**src/rtl/fetch_pkg.sv**
```systemverilog
// Shared types for the fetch front end.
// Queue entry layout, FSM states and reset PC.
package fetch_pkg;

  typedef enum logic [1:0] {
    REQ,
    WAIT,
    HOLD,
    DROP
  } fetch_state_t;

  typedef struct packed {
    logic [31:0] pc;
    logic [31:0] instr;
  } fetch_entry_t;

  localparam logic [31:0] RESET_PC_DEFAULT = 32'h1eceb000;
  localparam logic [3:0]  RMASK_WORD       = 4'b1111;

  function automatic logic [31:0] pc_next(
    input logic [31:0] pc
  );
    return pc + 32'd4;
  endfunction

endpackage

```
**src/rtl/fetch_stage.sv**
```systemverilog
// Fetch stage: owns the PC, one outstanding icache read,
// pushes {pc, instr} into the instruction queue.
module fetch_stage
  import fetch_pkg::*;
#(
  parameter logic [31:0] RESET_PC    = RESET_PC_DEFAULT,
  parameter int          ENTRY_WIDTH = 64
) (
  input  logic                   clk,
  input  logic                   rst,
  output logic [31:0]            imem_addr,
  output logic [3:0]             imem_rmask,
  input  logic [31:0]            imem_rdata,
  input  logic                   imem_resp,
  output logic [ENTRY_WIDTH-1:0] iq_wdata,
  output logic                   iq_enqueue,
  input  logic                   iq_full,
  input  logic                   redirect_valid,
  input  logic [31:0]            redirect_pc
);

  fetch_state_t state, state_n;
  logic [31:0]  pc, pc_n;
  logic [31:0]  hold_data, hold_n;
  fetch_entry_t entry;

  assign iq_wdata = entry;

  // State register with synchronous active-low reset.
  always_ff @(posedge clk) begin
    if (!rst) begin
      state     <= REQ;
      pc        <= RESET_PC;
      hold_data <= '0;
    end else begin
      state     <= state_n;
      pc        <= pc_n;
      hold_data <= hold_n;
    end
  end

  // Next state and outputs; redirect overrides every state.
  always_comb begin
    state_n    = state;
    pc_n       = pc;
    hold_n     = hold_data;
    imem_addr  = pc;
    imem_rmask = '0;
    iq_enqueue = 1'b0;
    entry      = '0;
    if (!rst) begin
      state_n = REQ;
      pc_n    = RESET_PC;
      hold_n  = '0;
    end else if (redirect_valid) begin
      pc_n   = redirect_pc & ~32'd3;
      hold_n = '0;
      if ((state == WAIT || state == DROP)
          && !imem_resp)
        state_n = DROP;
      else
        state_n = REQ;
    end else begin
      unique case (state)
        REQ: begin
          imem_rmask = RMASK_WORD;
          state_n    = WAIT;
        end
        WAIT: begin
          if (imem_resp && !iq_full) begin
            iq_enqueue  = 1'b1;
            entry.pc    = pc;
            entry.instr = imem_rdata;
            pc_n        = pc_next(pc);
            imem_addr   = pc_next(pc);
            imem_rmask  = RMASK_WORD;
          end else if (imem_resp) begin
            hold_n  = imem_rdata;
            state_n = HOLD;
          end
        end
        HOLD: begin
          if (!iq_full) begin
            iq_enqueue  = 1'b1;
            entry.pc    = pc;
            entry.instr = hold_data;
            pc_n        = pc_next(pc);
            imem_addr   = pc_next(pc);
            imem_rmask  = RMASK_WORD;
            state_n     = WAIT;
          end
        end
        DROP: begin
          if (imem_resp) begin
            imem_rmask = RMASK_WORD;
            state_n    = WAIT;
          end
        end
        default: state_n = REQ;
      endcase
    end
  end

endmodule

```
**config.mk**
```make
export PLATFORM = sky130hd
export DESIGN_NAME = fetch_stage
export DESIGN_NICKNAME = d
export VERILOG_FILES = /design/src/rtl/fetch_pkg.sv /design/src/rtl/fetch_stage.sv
export SDC_FILE = /design/constraint.sdc
export NUM_CORES = 1
export LEC_CHECK = 0
export ABC_CLOCK_PERIOD_IN_PS = 5700
export BUFFER_PORTS_ARGS = -buffer_cell sky130_fd_sc_hd__buf_2
export CAP_MARGIN = 20
export CORE_ASPECT_RATIO = 0.6
export CORE_MARGIN = 3
export CORE_UTILIZATION = 45
export CTS_CLUSTER_SIZE = 24
export DETAILED_ROUTE_END_ITERATION = 8
export GPL_ROUTABILITY_DRIVEN = 0
export PLACE_DENSITY = 0.74
export SLEW_MARGIN = 20
export SYNTH_ARGS = -nofsm -noshare
export SYNTH_HDL_FRONTEND = slang
export SYNTH_SLANG_ARGS = --single-unit
```
**constraint.sdc**
```tcl
create_clock -name clk -period 5.7 [get_ports clk]
set_input_delay 0.855 -clock clk [delete_from_list [all_inputs] [get_ports clk]]
set_output_delay 0.855 -clock clk [all_outputs]
set_load 0.05 [all_outputs]
```
==> metrics.txt, run 1 <==
fmax=213 MHz; grt total ovfl=0; PostCTS Resize Cnt=0; Overall Global Routing Usage=0.271; R2R Path Start=state[1]$_SDFFE_PN0P_; DP Cell Count=896; commonest non-fill, non-tap cell in the layout=buf_2; DRT iter0 DRCs=604; Num Clock Sinks=64; Final Hold Vio Count=0; die height=84.2 µm; Final Setup Violations=0; slew margin rel.=0.259; Crit Path Class=reg2out; Setup Skew=4.46 ps; yosys synthesis warning count=0; synth unique cells=69; final WL=16,000 µm; CP Data Required Time=4850 ps; Final ANT Viol Nets=0; Pre-Repair DR Iteration Count=6; Final Cycle Share=0.823; latest clock arrival within the worst-skew pair=330 ps; reg2reg end=pc[27]$_SDFF_PN1_; initial antenna violation count=0; antenna cells=0; global-route wire length before repair=25,400 µm; reg2reg setup slack=2370 ps; Pleak=2.33 nW; CP endpoint kind=output port; reg2reg path depth=7; Top Ports=170; row count=27; Synth Cell Area=0.00458 mm²; Avg Inst Size Synth=6.95 µm²; H-tree levels=3; PD cells=265 mW/mm²; Syn-to-layout area delta=21.9%; cts hold-fix bufs=0; fin util=0.587; DRC errors left=0; status=finished clean; WHS Path Cells=2; layout net count=853; port bufs=163; # Post-CTS Setup Buffers=0; CTS max path bufs=2; clock-pin slew on the worst setup and hold paths=60 ps; critical path peak fanout=20; crit path time final=4690 ps; Vias=5,533; post-DP HPWL=11,600 µm; hold endpoint=hold_data[7]$_SDFFE_PP0P_; Startpoint Class=flop; TritonCTS Buffers=9; fin. max-slew vios=0; fill count=946; Layout Cells excl Fill=912; worst min path class=reg2reg; register area share after synthesis=0.279; Hold Startpoint=hold_data[7]$_SDFFE_PP0P_; Tightest Pin Transition=1110 ps; EDFF count, synth=0; share of layout cells above drive strength 1=0.265; WP data arrival=3830 ps; die area=0.0115 mm²; ys async rst share=0; most frequent cells in the layout=163 x buf_2, 103 x nand2_1, 64 x nor2_1, 64 x dfxtp_1, 60 x a21oi_1; vias in the first global route=5,033; CTS root buffer=clkbuf_16; largest net degree at the start of global routing=36; max_cap viols=0; worst-case vdd ir drop=0.146 mV; cells after synthesis=660; setup TNS=0 ps; DIE WIDTH=136 µm; Starting Density=0.481; Core ar.=0.00953 mm²; number of vias per cell=6.07; Wirelength per Cell=17.6 µm; CTS tree=built; #FFs+latches synth=64; RSZ-0062 raised after global routing=false; Main synth FF type=dfxtp_1
[critical path, stage by stage, from the launching register on]
cell and delay [ps]:
dfxtp_1 340, inv_1 100, ha_1 440, a21oi_1 160, nor2_2 460, nand3_2 500, inv_2 480, buf_4 290
nand2_1 90, o21a_1 180, a31oi_1 160, buf_2 290
[cell usage after synthesis, drive strengths merged (3+ instances only)]
cell type	instances	area, µm²
nor3	13	75.1
o22a	3	26.3
a21oi	60	300
nand4	11	75.1
mux2i	4	40.0
nand3	29	168
buf	18	118
a211oi	5	37.5
clkbuf	46	215
ha	7	87.6
a31oi	18	113
a21o	6	46.3
inv	12	45.0
o41ai	3	26.3
o31ai	6	45.0
and2	30	190
and4	3	28.8
nor4	5	52.6
and3	6	38.8
nor2	65	246
or3	10	63.8
a22oi	37	278
dfxtp	64	1280
nor2b	5	31.3
o21ai	48	240
o211ai	9	67.6
nand2	105	397
[power breakdown]
part           switching, mW  internal (mW)  total, mW
registers             0.0417          0.471      0.513
clock network          0.211          0.350      0.561
logic                  0.293          0.114      0.407
total                  0.546          0.934       1.48
[state kept, by name (all words and copies together), names as in the netlist]
signal     count
state          2
hold_data     32
pc            30
[metrics by stage]
stage / cell area, µm² / power [mW] / hold slack (ps) / setup slack [ps]
after global placement: 5280 / 0.906 / 442 / 1420
after global routing: 5590 / 1.54 / 473 / 895
after CTS: 5590 / 1.48 / 454 / 1150
after detailed placement: 5290 / 0.920 / 447 / 1350
after floorplan: 4600 / 0.821 / 436 / 1650
final: 5590 / 1.48 / 455 / 1010
[per-layer routing]
metal  vias to the layer above  GRT usage  wire length [µm]
met3                        29     0.0653              1980
li1                       2595          -                 -
met4                         0     0.0750               259
met2                       348      0.409              6930
met1                      2561      0.386              6860
met5                         -          0                 0
[cell families after synthesis]
logic type / synth area share
compound gates: 0.293
fa+ha+maj: 0.0191
buf+inv: 0.0832
flops: 0.279
mux: 0.00873
other cells: 0.000818
simple gates: 0.316
[how the worst max path moves through the flow]
stage                           from             to  slack [ps]
5_1_grt        state[1]$_SDFFE_PN0P_  imem_addr[21]         900
6_report       state[1]$_SDFFE_PN0P_  imem_addr[21]        1010
2_1_floorplan                iq_full  imem_addr[14]        1650
4_1_cts        state[1]$_SDFFE_PN0P_  imem_addr[21]        1150
3_5_place_dp                     rst  imem_addr[21]        1350
3_3_place_gp                     rst  imem_addr[29]        1420
[layout make-up]
cell class | instances | area, µm² | share of cell area
clock buffers | 11 | 243 | 0.0434
clock inverters | 5 | 56.3 | 0.0101
inverters | 13 | 48.8 | 0.00873
multi-input cells | 522 | 2950 | 0.528
flip-flops and latches | 64 | 1280 | 0.229
well taps | 130 | 163 | 0.0291
repair buffers | 167 | 846 | 0.151
Note: power is estimated with default switching activity, not from simulation.
==> run 2, diff against run 1 <==
Settings changed: ABC_AREA set to 1, ABC_CLOCK_PERIOD_IN_PS 5700 to 3900, PLACE_DENSITY 0.74 to 0.77.
Clock period 5.7 ns to 3.9 ns, I/O delays scaled along.
==> run 2 against run 1 <==
  * Via count is 0.34% lower
  * Critical path depth is the same
  * Non-clock buffer count is 7 higher
  * Power increased by 43%
  * Critical path type unchanged
  * Sequential cell count is the same
  * Synthesized area is 0.74% lower
  * Largest cell class unchanged
  * Hold slack lost 13 ps
  * Cell count rose by 16%
==> metrics.txt, run 2 <==
status=finished clean; Crit Path Class=reg2out; post-DP HPWL=11,200 µm (-2.6%); PD cells=371 mW/mm² (+40%); fin. max-slew vios=0 (unchanged); RSZ-0062 raised after global routing=false; cell taking the most area after synthesis=dfxtp_1; CTS tree=built; Setup Skew=7.73 ps (+3.27 ps); Total Power=2.12 mW (+43%); Top Ports=170 (unchanged); Pleak=2.70 nW (+16%); CP endpoint kind=output port; CP Data Required Time=3310 ps (-1540 ps); Synth area leaders=dfxtp_1 28%, nand2_1 18%, a21oi_1 11%, nand3_1 7.7%, o21ai_0 7.6%; Main synth FF type=dfxtp_1; clock-pin slew on the worst setup and hold paths=60 ps (about the same); global-route wire length before repair=24,600 µm (-3.2%); die area=0.0114 mm² (-0.69%); EDFF count, synth=0 (unchanged); reg2reg setup slack=1730 ps (-640 ps); DR top layer=met4; die height=83.9 µm (-0.34%); largest net degree at the start of global routing=65 (+81%); fin util=0.601 (+0.0143); cells after synthesis=786 (+19%); register area share after synthesis=0.282 (+0.00207); met3 wire length=1700 µm (-14%); fmax=300 MHz; cts hold-fix bufs=0 (unchanged); Final Setup Violations=0 (unchanged); port bufs=163 (unchanged); max_cap viols=0 (unchanged); Clock Power Share=0.387 (+0.008); H-tree levels=3 (unchanged); Post-DP Area=0.00540 mm² (+2.1%); Switching Share=0.364 (-0.00500); # Post-CTS Setup Buffers=0 (unchanged); Post-synth top cells=223 x nand2_1, 103 x a21oi_1, 88 x inv_1; Overall Global Routing Usage=0.264 (-0.00657); Pre-Repair DR Iteration Count=5 (-1); Startpoint Class=flop; yosys synthesis warning count=0 (unchanged); initial antenna violation count=0 (unchanged); layout net count=1,002 (+17%); commonest non-fill, non-tap cell in the layout=nand2_1; switching pwr=0.770 mW (+41%); part of the power in registers=0.344 (-0.002); slew margin rel.=0.568 (+0.309); Synth Cell Area=0.00455 mm² (-0.74%); critical path peak fanout=17 (-15%); crit-path cells=inv_1 -> ha_1 -> nand2_2 -> nand2_4 -> nand2_1 -> inv_1 -> nand2_1 -> o31ai_1 -> inv_1 -> o21ai_0 -> buf_2; #FFs+latches synth=64 (unchanged); final WL=15,200 µm (-5.4%); Vias=5,514 (-0.34%); most used cell, CP=inv_1; Final ANT Viol Nets=0 (unchanged); crit path time final=3330 ps; antenna cells=0 (unchanged); Final Cycle Share=0.853; Starting Density=0.479 (-0.00185); PostCTS Resize Cnt=0 (unchanged); setup TNS=0 ps (unchanged); DIE WIDTH=136 µm (-0.35%); Slowest cell on crit path=ha_1; DRC errors left=0 (unchanged); DRT met1 WL=7430 µm (+8.3%); grt total ovfl=0 (unchanged); most frequent cells in the layout=223 x nand2_1, 163 x buf_2, 103 x a21oi_1, 88 x inv_1; Internal=1.35 mW (+44%); Num Clock Sinks=64 (unchanged); count leader, synth=nand2_1; Yosys top cell area share=0.282 (+0.00207); TritonCTS Buffers=9 (unchanged); Final Hold Vio Count=0 (unchanged); Avg Inst Size Synth=5.79 µm² (-17%); post-route cell area=0.00570 mm² (+2.1%); fill count=960 (+1.5%); share of layout cells above drive strength 1=0.226 (-0.0391); ys async rst share=0 (unchanged); max reg flops=32 (unchanged); crit path buf inv count=4 (unchanged); Top Registers=hold_data (32), pc (30), state (2); Core ar.=0.00949 mm² (-0.35%); row count=27 (unchanged); latest clock arrival within the worst-skew pair=330 ps (about the same); worst-case vdd ir drop=0.267 mV (+83%); synth unique cells=31 (-55%); CTS max path bufs=2 (unchanged); crit-path max cell delay=390 ps (-110 ps); vias in the first global route=4,979 (-1.1%); CTS root buffer=clkbuf_16; DRT iter0 DRCs=615 (+1.8%); Tightest Pin Transition=644 ps (-462 ps); Wirelength per Cell=14.3 µm (-19%); met2 routed WL=5880 µm (-15%); WP data arrival=2740 ps (-1090 ps); Biggest register=hold_data; delay-heaviest family, CP=simple AND/OR/NAND/NOR gates; number of vias per cell=5.20 (-14%); Comb pwr share=0.269 (-0.006); Syn-to-layout area delta=25.4%; worst min path class=reg2reg
==> run 2: cells by family after synthesis <==
family / synth area share
simple gates: 0.350
compound gates: 0.221
buf+inv: 0.128
flops: 0.282
fa+ha+maj: 0.0192
other cells: 0.000824
==> run 2: area by class of cell <==
| type | count | area, µm² | area share |
|---|---|---|---|
| Clock buffer | 10 | 239 | 0.0419 |
| Clock inverter | 6 | 68.8 | 0.0121 |
| Inverter | 93 | 349 | 0.0612 |
| Multi-Input combinational cell | 584 | 2710 | 0.474 |
| Sequential cell | 64 | 1280 | 0.225 |
| Tap cell | 130 | 163 | 0.0285 |
| Timing Repair Buffer | 174 | 898 | 0.157 |
==> run 2: stage by stage <==
step / hold slack, ps / cells / worst slack, ps
2_1_floorplan: 424 / 789 / 960
3_3_place_gp: 435 / 1045 / 881
3_5_place_dp: 435 / 1045 / 857
4_1_cts: 440 / 1061 / 620
5_1_grt: 458 / 1061 / 364
6_report: 441 / 1061 / 572
==> run 2: tightest hold or removal path: cells and delay by family (launching register included) <==
| family | cells | cell delay [ps] |
|---|---|---|
| AO/OA/AOI/OAI | 1 | 40 |
| buffers and inverters | 1 | 40 |
| flip-flops | 1 | 310 |
==> run 2: power by group through the flow <==
stage / clock network (mW) / registers, mW / logic (mW)
after detailed placement: 0 / 0.739 / 0.560
after global placement: 0 / 0.738 / 0.558
after global routing: 0.861 / 0.732 / 0.624
after CTS: 0.831 / 0.725 / 0.562
after floorplan: 0 / 0.725 / 0.423
final: 0.819 / 0.728 / 0.569
==> run 2: path summary, 6_finish.rpt <==
check,cells past startpoint,endpoint,startpoint
setup reg to reg,7,pc[12]$_SDFF_PN1_,state[0]$_SDFFE_PN0P_
hold / removal,2,hold_data[21]$_SDFFE_PP0P_,hold_data[21]$_SDFFE_PP0P_
hold reg to reg,2,hold_data[21]$_SDFFE_PP0P_,hold_data[21]$_SDFFE_PP0P_
setup / recovery,11,imem_addr[3],state[1]$_SDFFE_PN0P_
==> run 2: per-layer routing <==
metal | global-route usage | up-vias
met5 | 0 | -
met4 | 0.0540 | 0
met3 | 0.0596 | 13
met2 | 0.359 | 271
met1 | 0.417 | 2428
li1 | - | 2802
==> run 3, diff against run 2 <==
--- a/config.mk
+++ b/config.mk
@@ -8,5 +8,4 @@
 export ABC_AREA = 1
 export ABC_CLOCK_PERIOD_IN_PS = 3900
-export BUFFER_PORTS_ARGS = -buffer_cell sky130_fd_sc_hd__buf_2
 export CAP_MARGIN = 20
 export CORE_ASPECT_RATIO = 0.6
@@ -15,6 +14,6 @@
 export CTS_CLUSTER_SIZE = 24
 export DETAILED_ROUTE_END_ITERATION = 8
+export DONT_BUFFER_PORTS = 1
 export GPL_ROUTABILITY_DRIVEN = 0
-export PLACE_DENSITY = 0.77
 export SLEW_MARGIN = 20
 export SYNTH_ARGS = -nofsm -noshare
==> constraint.sdc (replaced) <==
create_clock -name clk -period 3.9 [get_ports clk]
set_input_delay 0.585 -clock clk [delete_from_list [all_inputs] [get_ports clk]]
set_output_delay 0.585 -clock clk [all_outputs]
set_load 0.02 [all_outputs]
==> run 3 against run 2 <==
  * Combinational power fell by 28%
  * Power down 7.6%
  * Register-to-register slack worse by 270 ps
  * Clock skew shrank 3.3 ps
  * Highest routed layer unchanged
  * Clock power about the same
  * Sequential share of layout area increased by 2.5 points
  * Critical path depth is the same
  * Routed wire length shrank 0.19%
  * Hold slack got worse by 78 ps
==> metrics.txt, run 3 (synthesis gave the netlist of run 2 again) <==
CTS root buffer=clkbuf_16; fill count=1,012 (+5.4%); WP data arrival=2850 ps (+110 ps); setup TNS=0 ps (unchanged); vias in the first global route=4,689 (-5.8%); Comb pwr share=0.210 (-0.059); port bufs=0 (-100%); Total Power=1.96 mW (-7.6%); latest clock arrival within the worst-skew pair=330 ps (about the same); Slowest cell on crit path=inv_1; most frequent cells in the layout=223 x nand2_1, 103 x a21oi_1, 88 x inv_1, 69 x o21ai_0, 69 x nand3_1; post-DP HPWL=11,000 µm (-2.0%); number of vias per cell=5.56 (+7.0%); Crit Path Class=reg2out; commonest non-fill, non-tap cell in the layout=nand2_1; Setup Skew=4.47 ps (-3.26 ps); share of layout cells above drive strength 1=0.0965 (-0.129); part of the power in registers=0.373 (+0.029); Internal=1.30 mW (-3.4%); Switching Share=0.335 (-0.0290); PostCTS Resize Cnt=0 (unchanged); slew margin rel.=0.327 (-0.241); die height=83.9 µm (unchanged); global-route wire length before repair=24,100 µm (-2.2%); max reg flops=32 (unchanged); RSZ-0062 raised after global routing=false; crit-path cells=inv_1 -> ha_1 -> inv_1 -> nor2_1 -> nand2_1 -> inv_1 -> nand2_1 -> o31ai_1 -> inv_1 -> o21ai_0 -> buf_4; Final ANT Viol Nets=0 (unchanged); CP Data Required Time=3310 ps (about the same); antenna cells=0 (unchanged); cts hold-fix bufs=0 (unchanged); DIE WIDTH=136 µm (unchanged); Num Clock Sinks=64 (unchanged); crit-path max cell delay=490 ps (+100 ps); Starting Density=0.479 (unchanged); layout net count=869 (-13%); die area=0.0114 mm² (unchanged); worst min path class=in2reg; grt total ovfl=0 (unchanged); max_cap viols=0 (unchanged); largest net degree at the start of global routing=65 (unchanged); fmax=291 MHz (-3.1%); crit path buf inv count=5 (+1); CTS tree=built; delay-heaviest family, CP=buffers and inverters; fin util=0.541 (-0.0604); Overall Global Routing Usage=0.259 (-0.00557); PD cells=381 mW/mm² (+2.7%); worst-case vdd ir drop=0.204 mV (-23%); H-tree levels=3 (unchanged); final WL=15,100 µm (-0.19%); Pleak=2.10 nW (-22%); Startpoint Class=flop; Vias=5,158 (-6.5%); Final Hold Vio Count=0 (unchanged); DRT iter0 DRCs=410 (-33%); Clock Power Share=0.417 (+0.030); most used cell, CP=inv_1; DRC errors left=0 (unchanged); CP endpoint kind=output port; Syn-to-layout area delta=12.8%; CTS max path bufs=2 (unchanged); Top Registers=hold_data (32), pc (30), state (2); # Post-CTS Setup Buffers=0 (unchanged); crit path time final=3430 ps (+106 ps); Final Cycle Share=0.881 (+0.0271); clock-pin slew on the worst setup and hold paths=60 ps (about the same); critical path peak fanout=21 (+4); Final Setup Violations=0 (unchanged); row count=27 (unchanged); switching pwr=0.655 mW (-15%); initial antenna violation count=0 (unchanged); Pre-Repair DR Iteration Count=5 (unchanged); fin. max-slew vios=0 (unchanged); Biggest register=hold_data; TritonCTS Buffers=9 (unchanged); Tightest Pin Transition=1010 ps (+365 ps); Core ar.=0.00949 mm² (unchanged); Wirelength per Cell=16.3 µm (+14%); Top Ports=170 (unchanged); status=finished clean
==> run 3: path summary, 6_finish.rpt <==
path                                                  from                    endpoint  slack [ps]  cells past startpoint
worst max-delay path                 state[0]$_SDFFE_PN0P_                imem_addr[3]         470                     11
worst min register to register  hold_data[14]$_SDFFE_PP0P_  hold_data[14]$_SDFFE_PP0P_         440                      2
worst min-delay path                       redirect_pc[21]           pc[21]$_SDFF_PN0_         360                      2
worst max register to register       state[0]$_SDFFE_PN0P_            pc[3]$_SDFF_PN0_        1460                     10
==> run 3: layout make-up <==
type / instances / area (µm²) / area share
well taps: 130 / 163 / 0.0317
clock buffers: 11 / 243 / 0.0473
multi-input cells: 584 / 2720 / 0.530
clock inverters: 5 / 56.3 / 0.0110
flip-flops and latches: 64 / 1280 / 0.250
inverters: 93 / 349 / 0.0680
repair buffers: 41 / 320 / 0.0624
==> run 3: per-stage QoR <==
step / hold slack, ps / instances / cell area, µm² / worst slack, ps
after floorplan: 424 / 789 / 4560 / 1500
after global placement: 431 / 912 / 4820 / 920
after detailed placement: 435 / 912 / 4820 / 824
after CTS: 358 / 928 / 5120 / 465
after global routing: 354 / 928 / 5130 / 110
final: 364 / 928 / 5130 / 466
==> run 3: power groups by stage <==
stage / Clock (mW) / Combinational, mW / Sequential [mW]
after floorplan: 0 / 0.326 / 0.725
after CTS: 0.827 / 0.404 / 0.726
after global routing: 0.864 / 0.455 / 0.733
after detailed placement: 0 / 0.401 / 0.740
after global placement: 0 / 0.396 / 0.738
final: 0.816 / 0.410 / 0.729
==> run 3: worst reg2reg max path: stages, from the launching register on <==
cell,delay (ps)
dfxtp_1,360
inv_1,100
ha_1,430
inv_1,490
nor2_1,130
nand2_1,420
inv_1,120
nand2_1,80
o31ai_1,60
inv_1,90
nand2_1,60
==> run 3: per-layer routing <==
metal,vias to the layer above,global-route usage,routed length [µm],part of all wire
met5,-,0,0,0
met1,2345,0.396,7450,0.49
met4,0,0.0512,167,0.011
met2,265,0.358,5790,0.38
met3,16,0.0705,1730,0.11
li1,2532,-,-,-
